$ cat config.mk
export PLATFORM = sky130hd
export DESIGN_NAME = gray_counter_flat
export DESIGN_NICKNAME = d
export VERILOG_FILES = /design/src/rtl/gray_pkg.sv /design/src/rtl/gray_counter_if.sv /design/src/rtl/bin2gray.sv /design/src/rtl/gray_counter.sv /design/src/flat_wrapper.sv
export SDC_FILE = /design/constraint.sdc
export NUM_CORES = 1
export LEC_CHECK = 0
export ABC_AREA = 1
export CORE_MARGIN = 1.5
export CORE_UTILIZATION = 39
export CTS_BUF_LIST = sky130_fd_sc_hd__clkbuf_16
export CTS_CLUSTER_SIZE = 20
export DETAILED_ROUTE_END_ITERATION = 12
export PLACE_DENSITY_LB_ADDON = 0.3
export SLEW_MARGIN = 20
export SYNTH_ARGS = -nofsm -noshare
export SYNTH_HDL_FRONTEND = slang
export SYNTH_SLANG_ARGS = --single-unit
export TNS_END_PERCENT = 1
$ cat constraint.sdc
create_clock -name clk -period 1.4 [get_ports clk]
set_input_delay 0.21 -clock clk [delete_from_list [all_inputs] [get_ports clk]]
set_output_delay 0.21 -clock clk [all_outputs]
set_load 0.02 [all_outputs]
$ cat src/rtl/gray_pkg.sv
// Shared definitions for the Gray-code counter and the blocks around it.
// to_bin models the downstream gray-to-binary decoder so benches can reuse it.
package gray_pkg;

    localparam int GRAY_W = 4;

    // Binary to reflected Gray: each Gray bit is the XOR of two adjacent binary bits.
    function automatic logic [GRAY_W-1:0] to_gray(input logic [GRAY_W-1:0] bin_val);
        return bin_val ^ (bin_val >> 1);
    endfunction

    // Gray to binary: prefix XOR running from the MSB down.
    function automatic logic [GRAY_W-1:0] to_bin(input logic [GRAY_W-1:0] gray_val);
        logic [GRAY_W-1:0] bin_val;
        bin_val[GRAY_W-1] = gray_val[GRAY_W-1];
        for (int i = GRAY_W - 2; i >= 0; i--) begin
            bin_val[i] = bin_val[i+1] ^ gray_val[i];
        end
        return bin_val;
    endfunction

endpackage

$ cat src/rtl/gray_counter_if.sv
// Control and result bundle of the Gray counter.
// master drives the count controls; slave is the counter itself.
interface gray_counter_if
    import gray_pkg::*;
#(
    parameter int WIDTH = GRAY_W
) ();

    logic             en;
    logic             up;
    logic             ld;
    logic [WIDTH-1:0] ld_val;
    logic [WIDTH-1:0] op;
    logic [WIDTH-1:0] bin;
    logic             tc;

    modport master (
        output en, up, ld, ld_val,
        input  op, bin, tc
    );

    modport slave (
        input  en, up, ld, ld_val,
        output op, bin, tc
    );

endinterface

$ cat src/rtl/bin2gray.sv
// Purely combinational binary to Gray converter of arbitrary width.
// Sits on the next-count path so the Gray register loads on the same edge as the binary one.
module bin2gray
    import gray_pkg::*;
#(
    parameter int WIDTH = GRAY_W
) (
    input  logic [WIDTH-1:0] bin_in,
    output logic [WIDTH-1:0] gray_out
);

    assign gray_out = bin_in ^ (bin_in >> 1);

endmodule

$ cat src/rtl/gray_counter.sv
// Synchronous up/down Gray-code counter with parallel binary load.
// Keeps a binary count internally; the Gray word is registered alongside it.
// WRAP selects modulo wrap-around (tc after the wrapping edge) or saturation
// (tc on every enabled edge that is stalled at a limit).
module gray_counter
    import gray_pkg::*;
#(
    parameter int WIDTH = GRAY_W,
    parameter bit WRAP  = 1'b1
) (
    input  logic           clk,
    input  logic           rst,
    gray_counter_if.slave  bus
);

    localparam logic [WIDTH-1:0] ALL_ONES = '1;
    localparam logic [WIDTH-1:0] ZERO     = '0;
    localparam logic [WIDTH-1:0] ONE      = {{(WIDTH-1){1'b0}}, 1'b1};

    logic [WIDTH-1:0] cnt_q, cnt_d;
    logic [WIDTH-1:0] op_q, op_d;
    logic             tc_q, tc_d;

    // Next binary count and terminal-count flag; limits are detected by compare, not carry.
    always_comb begin
        cnt_d = cnt_q;
        tc_d  = 1'b0;
        if (bus.ld) begin
            cnt_d = bus.ld_val;
        end else if (bus.en) begin
            if (bus.up) begin
                if (cnt_q == ALL_ONES) begin
                    cnt_d = WRAP ? ZERO : ALL_ONES;
                    tc_d  = 1'b1;
                end else begin
                    cnt_d = cnt_q + ONE;
                end
            end else begin
                if (cnt_q == ZERO) begin
                    cnt_d = WRAP ? ALL_ONES : ZERO;
                    tc_d  = 1'b1;
                end else begin
                    cnt_d = cnt_q - ONE;
                end
            end
        end
    end

    bin2gray #(
        .WIDTH (WIDTH)
    ) u_bin2gray (
        .bin_in   (cnt_d),
        .gray_out (op_d)
    );

    // Binary count, Gray word and tc all register on the same edge; reset overrides everything.
    always_ff @(posedge clk) begin
        if (rst) begin
            cnt_q <= '0;
            op_q  <= '0;
            tc_q  <= 1'b0;
        end else begin
            cnt_q <= cnt_d;
            op_q  <= op_d;
            tc_q  <= tc_d;
        end
    end

    assign bus.op  = op_q;
    assign bus.bin = cnt_q;
    assign bus.tc  = tc_q;

endmodule

$ cat src/flat_wrapper.sv
// flat-port wrapper written by rule: the top's interface ports become plain ports
module gray_counter_flat import gray_pkg::*;
#(
    parameter int WIDTH = GRAY_W,
    parameter bit WRAP  = 1'b1
)
  (clk, rst, bus_en, bus_up, bus_ld, bus_ld_val, bus_op, bus_bin, bus_tc);
  gray_counter_if #(.WIDTH(WIDTH)) bus_i ();
  input  logic clk;
  input  logic rst;
  input wire logic [$bits(bus_i.en)-1:0] bus_en;
  input wire logic [$bits(bus_i.up)-1:0] bus_up;
  input wire logic [$bits(bus_i.ld)-1:0] bus_ld;
  input wire logic [$bits(bus_i.ld_val)-1:0] bus_ld_val;
  output wire logic [$bits(bus_i.op)-1:0] bus_op;
  output wire logic [$bits(bus_i.bin)-1:0] bus_bin;
  output wire logic [$bits(bus_i.tc)-1:0] bus_tc;
  assign bus_i.en = bus_en;
  assign bus_i.up = bus_up;
  assign bus_i.ld = bus_ld;
  assign bus_i.ld_val = bus_ld_val;
  assign bus_op = bus_i.op;
  assign bus_bin = bus_i.bin;
  assign bus_tc = bus_i.tc;
  gray_counter #(.WIDTH(WIDTH), .WRAP(WRAP)) u_core (.clk(clk), .rst(rst), .bus(bus_i));
endmodule
==> out/results.ini, run 1 <==
[routing]
route.detailed.drc=0
drtIter0Drc=11
via_count=583
dr.pass1.iters=4
detail-route-antenna-nets=0
post_drt_via_cell_ratio=4.74
drt_wl_total_um=1330
routed_wire_length_per_instance_um=10.8

[sta]
timing.clock.skew_ns=0.00354
max-slew-margin-rel=0.817
postLayoutSetupSlackWorst_ns=-0.0322
max_clock_freq_mhz=698
hold_viol_final=0
worst-slew-pin-transition_ns=0.274
timing.final.crit_share=1.02
max_transition_viols_final=0
rsz0062_at_grt=true
finalWorstPathRequiredPeriod_ns=1.43
setup_viol_count_final=1

[global_routing]
grt_pass1_wl_um=2210
grt_start_max_net_pins=7
first_global_vias=543
track_usage=0.214
overflow=0
grt_antenna_before_repair=0

[clock_tree]
worst_setup_hold_path_clk_slew_ns=0.04
tritoncts.num_buffers=3
clkLatencyLatePin_ns=0.24
clock_sinks=8
max-clock-path-buffers=2
clock_tree.htree_level_count=1
tritoncts=yes
root_buffer=sky130_fd_sc_hd__clkbuf_16
cts-hold-fix-buffers=0

[placed_design]
place_hpwl_um=982
placedInstanceArea_um2=788
gpl.final_weighted_congestion=0.784
post-place-cells=118
port_buffers=17
place_worst_setup_slack_ns=-0.148

[yosys]
postSynthNetCount=90
post_synth_main_area_contributors=sky130_fd_sc_hd__dfxtp_1 (29%), sky130_fd_sc_hd__nand2_1 (15%), sky130_fd_sc_hd__nand3_1 (8.3%)
part_of_the_yosys_area_used_for_sequential_elements=0.295
synth-seq-cells=8
synthCells=79
syn_avg_cell_area_um2=6.87
post_synth_instance_area_um2=543
synth-warning-count=0
synth_top_cell_by_area=sky130_fd_sc_hd__dfxtp_1
yosysTopAreaCellShare=0.295
synth.distinct_cells=20

[outcome]
run_status=finished, violations left
violations=setup timing

[layout]
final_area_um2=883
finish.net_count=120
n_antenna_cell=0
layout.cells.non_filler=123
most-common-layout-cells=sky130_fd_sc_hd__nand2_1 (21), sky130_fd_sc_hd__clkdlybuf4s50_1 (12), sky130_fd_sc_hd__buf_4 (10)
layout.cells.most_common=sky130_fd_sc_hd__nand2_1
drive_above_1_share=0.259
fillers=115
area_growth_syn_to_layout_pct=62.7
finalCoreUtilization=0.679

[floorplan]
io-pin-count=18
rows=13
die_h_um=40.3
die_w_um=40.3
die-area_um2=1630
placeableCoreArea_um2=1300
initial_core_util=0.417

[hold_path]
hold_path_depth=3
hold_class=input pin to flip-flop
timing.hold.worst.start=bus_ld_val[2]
timing.hold.worst_endpoint=u_core.bus.bin[2]

[run]
maxCapViolations=0

[setup_path]
element_type_at_the_critical_path_start=flip-flop
worst-endpoint-arrival_ns=1.56
r2r-start=u_core.bus.bin[1]
reg2reg_depth=8
worst-path-max-fanout=6
reg2reg_setup_slack_ns=-0.03
critPathRequiredTime_ns=1.52
critPathCaptureType=flip-flop
timing.setup.critical_path_class=flip-flop to flip-flop
r2r-end=u_core.bus.op[0]

[power]
p_per_area_nw_per_um2=1140
max-vdd-ir-drop_v=0.000843
p_leak_nw=0.438

## worst max-delay path, cell delays in order (launching register included)
cell and delay, ns:
sky130_fd_sc_hd__dfxtp_4 0.38, sky130_fd_sc_hd__inv_4 0.05, sky130_fd_sc_hd__ha_4 0.25, sky130_fd_sc_hd__xor2_1 0.15
sky130_fd_sc_hd__nand2_1 0.10, sky130_fd_sc_hd__a22oi_4 0.20, sky130_fd_sc_hd__nand2_1 0.07, sky130_fd_sc_hd__nand2_1 0.08
sky130_fd_sc_hd__nor2_2 0.03
## sequential cells by signal (all words and copies together) (netlist names)
signal	cells
u_core.bus.bin	3
u_core.bus.tc	1
u_core.bus.op	4
## synthesized netlist by cell type (all sizes together)
library cell  instances
or2                   2
inv                  11
ha                    2
xor2                  1
nor2                 10
a22oi                 1
nand2                23
o21ai                 2
o2111a                1
buf                   2
nand3                10
nand4                 1
a21oi                 5
dfxtp                 8
## per-layer routing
| metal | part of all wire | GRT usage | wire length (um) |
|---|---|---|---|
| met3 | 0.056 | 0.0556 | 74 |
| met1 | 0.46 | 0.249 | 612 |
| met4 | 0.019 | 0.125 | 25 |
| met2 | 0.46 | 0.351 | 615 |
| met5 | 0 | 0 | 0 |
## what timing repair did
| action | 4_1_cts | 5_1_grt |
|---|---|---|
| pin swaps | 0 | 5 |
| setup buffers | 0 | 1 |
| setup endpoints to repair | 6 | 4 |
| gates resized for setup | 5 | 4 |
## metrics by stage
stage	setup TNS, ns	total power (W)	hold slack [ns]
floorplan	0	0.000405	0.273
global placement	-0.641	0.000510	0.706
detailed placement	-0.573	0.000513	0.706
CTS	-0.0342	0.00101	0.613
global route	-0.260	0.00106	0.654
finish	-0.0322	0.00101	0.615
## logic make-up after synthesis
logic type	Yosys count	share of synthesized area
AOI/OAI and AO/OA	9	0.145
xor gates and xnor gates	1	0.0161
adders and majority gates	2	0.0461
buffers and inverters	13	0.111
DFF	8	0.295
and+or+nand+nor	46	0.387
## worst max-delay path by stage
stage | endpoint | depth (start not counted) | startpoint
finish | u_core.bus.op[0] | 8 | u_core.bus.bin[1]
global route | u_core.bus.op[0] | 8 | u_core.bus.bin[1]
CTS | u_core.bus.op[0] | 8 | u_core.bus.bin[1]
detailed placement | u_core.bus.op[0] | 7 | bus_up
global placement | u_core.bus.op[0] | 10 | bus_up
floorplan | u_core.bus.op[0] | 8 | u_core.bus.bin[0]
## final cells by class
| type | instances | area (um^2) | area share |
|---|---|---|---|
| multi-input combinational | 58 | 335 | 0.380 |
| clock inverter | 1 | 3.75 | 0.00425 |
| tap | 15 | 18.8 | 0.0212 |
| timing repair buffer | 27 | 239 | 0.271 |
| sequential | 8 | 168 | 0.190 |
| clock buffer | 3 | 75.1 | 0.0850 |
| inverter | 11 | 43.8 | 0.0496 |
## where the power goes
group	total, W	switching [W]	leakage (nW)	internal, W
combinational	0.000252	0.000133	0.328	0.000119
sequential	0.000265	0.0000165	0.0675	0.000248
clock	0.000492	0.000119	0.0423	0.000372
Note: power is estimated with default switching activity, not from simulation.
==> run 2: changes to the inputs <==
Settings changed: SYNTH_HIERARCHICAL from default to 1.
Clock period 1.4 ns to 1.2 ns, I/O delays scaled along.
==> out/results.ini, run 2 <==
[floorplan]
initial_core_util=0.426  ; was 0.417
die_w_um=41.0  ; was 40.3 um
die_h_um=41.0  ; was 40.3 um
placeableCoreArea_um2=1320  ; was 1300 um^2
io-pin-count=18  ; unchanged
die-area_um2=1680  ; was 1630 um^2
rows=13  ; unchanged

[layout]
fillers=87  ; was 115
layout.cells.most_common=sky130_fd_sc_hd__buf_4  ; was sky130_fd_sc_hd__nand2_1
area_growth_syn_to_layout_pct=89.1  ; was 62.7%
drive_above_1_share=0.462  ; was 0.259
finish.net_count=142  ; was 120
finalCoreUtilization=0.806  ; was 0.679
n_antenna_cell=0  ; unchanged
multi_input_logic_area_um2=369  ; was 335 um^2
final_area_um2=1060  ; was 883 um^2
regArea_um2=189  ; was 168 um^2
most-common-layout-cells=sky130_fd_sc_hd__buf_4 (23), sky130_fd_sc_hd__nand2_1 (20), sky130_fd_sc_hd__inv_1 (10)  ; was sky130_fd_sc_hd__nand2_1 (21), sky130_fd_sc_hd__clkdlybuf4s50_1 (12), sky130_fd_sc_hd__buf_4 (10)

[hold_path]
timing.hold.worst_endpoint=u_core/bus.tc  ; was u_core.bus.bin[2]
timing.hold.worst.start=bus_up  ; was bus_ld_val[2]
hold_path_depth=4  ; was 3
hold_class=input pin to flip-flop  ; unchanged

[yosys]
synth.most_common_cell=sky130_fd_sc_hd__nand2_1  ; unchanged
post_synth_instance_area_um2=562  ; was 543 um^2
yosysTopAreaCellShare=0.321  ; was 0.295
synth.distinct_cells=17  ; was 20
post_synth_main_area_contributors=sky130_fd_sc_hd__dfxtp_1 (32%), sky130_fd_sc_hd__nand2_1 (16%), sky130_fd_sc_hd__inv_1 (10%)  ; was sky130_fd_sc_hd__dfxtp_1 (29%), sky130_fd_sc_hd__nand2_1 (15%), sky130_fd_sc_hd__nand3_1 (8.3%)
synth_async_sr_flop_share=0  ; unchanged
synth_top_cell_by_area=sky130_fd_sc_hd__dfxtp_1  ; unchanged
synth-seq-cells=9  ; was 8
synthCells=87  ; was 79
part_of_the_yosys_area_used_for_sequential_elements=0.321  ; was 0.295
synth-warning-count=6  ; was 0
number_of_enable_type_register_cells_in_the_synthesized_netlist=0  ; unchanged
synthFlopType=sky130_fd_sc_hd__dfxtp_1  ; unchanged
synth_common_cells=sky130_fd_sc_hd__nand2_1 (24), sky130_fd_sc_hd__inv_1 (15), sky130_fd_sc_hd__dfxtp_1 (9), sky130_fd_sc_hd__nor2_1 (9), sky130_fd_sc_hd__nand3_1 (7)  ; was sky130_fd_sc_hd__nand2_1 (21), sky130_fd_sc_hd__inv_1 (9), sky130_fd_sc_hd__nand3_1 (9)
postSynthNetCount=98  ; was 90
syn_avg_cell_area_um2=6.46  ; was 6.87 um^2

[placed_design]
place_hpwl_um=1220  ; was 982 um
placedInstanceArea_um2=938  ; was 788 um^2
place_worst_setup_slack_ns=-0.490  ; was -0.148 ns
port_buffers=17  ; unchanged
gpl.final_weighted_congestion=0.967  ; was 0.784

[sta]
timing.clock.skew_ns=0.00204  ; was 0.00354 ns
rsz0062_at_grt=true  ; unchanged
postLayoutSetupSlackWorst_ns=-0.279  ; was -0.0322 ns
setup_viol_count_final=8  ; was 1
max-slew-margin-rel=0.740  ; was 0.817
hold_viol_final=0  ; unchanged
max_transition_viols_final=0  ; unchanged
max_clock_freq_mhz=676  ; was 698 MHz
worst-slew-pin-transition_ns=0.389  ; was 0.274 ns
hold_slack_ns=0.646  ; was 0.615 ns
timing.final.crit_share=1.23  ; was 1.02
finalWorstPathRequiredPeriod_ns=1.48  ; was 1.43 ns

[global_routing]
overflow=0  ; unchanged
grt_busiest_layer=met2  ; unchanged
track_usage=0.258  ; was 0.214
groute.layer.met2.usage=0.418  ; was 0.351
grt_use_met3=0.0870  ; was 0.0556
grt_start_max_net_pins=10  ; was 7
first_global_vias=640  ; was 543
grt_util_met1=0.311  ; was 0.249
grt_antenna_before_repair=0  ; unchanged
grt_pass1_wl_um=2780  ; was 2210 um

[run]
maxCapViolations=0  ; unchanged

[routing]
post_drt_via_cell_ratio=5.25  ; was 4.74
drt_wl_total_um=1900  ; was 1330 um
via_count=761  ; was 583
drtIter0Drc=21  ; was 11
dr.pass1.iters=4  ; unchanged
route.detailed.drc=0  ; unchanged
detail-route-antenna-nets=0  ; unchanged
routed_wire_length_per_instance_um=13.1  ; was 10.8 um

[setup_path]
worst-path-max-fanout=4  ; was 6
r2r-end=u_core/bus.op[0]  ; was u_core.bus.op[0]
timing.setup.critical_path_class=flip-flop to flip-flop  ; unchanged
reg2reg_setup_slack_ns=-0.28  ; was -0.03 ns
reg2reg_depth=10  ; was 8
element_type_at_the_critical_path_start=flip-flop  ; unchanged
worst-endpoint-arrival_ns=1.59  ; was 1.56 ns
critPathMaxStageDelay_ns=0.36  ; was 0.38 ns
critPathRequiredTime_ns=1.31  ; was 1.52 ns
critPathCaptureType=flip-flop  ; unchanged
crit_path_max_delay_cell_type=sky130_fd_sc_hd__dfxtp_4  ; unchanged
r2r-start=u_core/bus.bin[1]  ; was u_core.bus.bin[1]
worstPathCellList=inv_2, ha_4, xnor2_2, nand2_2, a21oi_4, inv_2, nand2_1, nand2_1, inv_1, nor2_1  ; was inv_4, ha_4, xor2_1, nand2_1, a22oi_4, nand2_1, nand2_1, nor2_2

[outcome]
violations=setup timing  ; unchanged
run_status=finished, violations left  ; unchanged

[clock_tree]
clock_tree.htree_level_count=1  ; unchanged
cts-hold-fix-buffers=0  ; unchanged
clock_sinks=9  ; was 8
clkLatencyLatePin_ns=0.24  ; about the same
tritoncts.num_buffers=3  ; unchanged
max-clock-path-buffers=2  ; unchanged
worst_setup_hold_path_clk_slew_ns=0.04  ; about the same
root_buffer=sky130_fd_sc_hd__clkbuf_16  ; unchanged
tritoncts=yes  ; unchanged

[power]
p_per_area_nw_per_um2=1270  ; was 1140 nW/um^2
p_leak_nw=0.544  ; was 0.438 nW
max-vdd-ir-drop_v=0.000841  ; was 0.000843 V

[run 2: changes by cell type after synthesis, moves of 2 or more]
cell,before,now
sky130_fd_sc_hd__or2_1,2,0
sky130_fd_sc_hd__a21oi_2,0,3
sky130_fd_sc_hd__a211oi_1,0,2
sky130_fd_sc_hd__nand2_2,2,0
sky130_fd_sc_hd__nand2_1,21,24
sky130_fd_sc_hd__inv_1,9,15
sky130_fd_sc_hd__o21ai_1,2,0
sky130_fd_sc_hd__nand4_1,1,3
sky130_fd_sc_hd__nor2_1,7,9
sky130_fd_sc_hd__nor2_2,3,0
sky130_fd_sc_hd__nand3_1,9,7
[run 2: power breakdown]
part           switching, W  total, W  internal, W
logic              0.000212  0.000415     0.000203
registers         0.0000179  0.000343     0.000325
clock network      0.000152  0.000588     0.000436
[run 2: worst max-delay path, delay by kind of cell (launching register included)]
| kind | cells | cell delay, ns |
|---|---|---|
| DFF | 1 | 0.36 |
| AOI/OAI and AO/OA | 1 | 0.17 |
| adders and majority gates | 1 | 0.27 |
| and+or+nand+nor | 4 | 0.28 |
| buffers and inverters | 3 | 0.16 |
| xor gates and xnor gates | 1 | 0.11 |
[run 2: through the flow]
| stage | instances | TNS, ns | power (W) |
|---|---|---|---|
| finish | 145 | -1.60 | 0.00135 |
| CTS | 144 | -1.28 | 0.00133 |
| floorplan | 87 | -0.757 | 0.000530 |
| global placement | 138 | -2.84 | 0.000705 |
| detailed placement | 138 | -3.38 | 0.000717 |
| global route | 145 | -2.27 | 0.00139 |
[run 2: final cells by class]
cell class | count | share of cell area
Sequential cell | 9 | 0.178
Multi-Input combinational cell | 59 | 0.347
Timing Repair Buffer | 41 | 0.320
Clock buffer | 3 | 0.0707
Inverter | 17 | 0.0624
Tap cell | 15 | 0.0177
Clock inverter | 1 | 0.00353
[run 2: worst max path at each step]
stage                     slack (ns)               from                to  cells past startpoint
after CTS                      -0.22  u_core/bus.bin[1]  u_core/bus.op[1]                     10
after global routing           -0.35  u_core/bus.bin[0]  u_core/bus.op[0]                     13
after floorplan                -0.20  u_core/bus.bin[0]  u_core/bus.op[1]                     10
final                          -0.28  u_core/bus.bin[1]  u_core/bus.op[0]                     10
after detailed placement       -0.49             bus_up  u_core/bus.op[2]                     12
after global placement         -0.41             bus_up  u_core/bus.op[0]                     13
[run 2: what timing repair did]
action,4_1_cts,5_1_grt
setup buffers,2,1
gates resized for setup,26,8
pin swaps,10,6
endpoints found under the setup margin,17,13
gates cloned,0,0
[run 2: cells by family after synthesis]
kind of cell,share of synthesized area
XOR/XNOR,0.0156
AO/OA/AOI/OAI,0.118
adder cells (fa/ha/maj),0.0445
flip-flops,0.321
buffers and inverters,0.134
AND/OR/NAND/NOR,0.367
[run 2: layer usage]
| layer | share of wire | vias up |
|---|---|---|
| li1 | - | 360 |
| met1 | 0.43 | 360 |
| met2 | 0.50 | 35 |
| met3 | 0.049 | 6 |
| met4 | 0.018 | 0 |
| met5 | 0 | - |
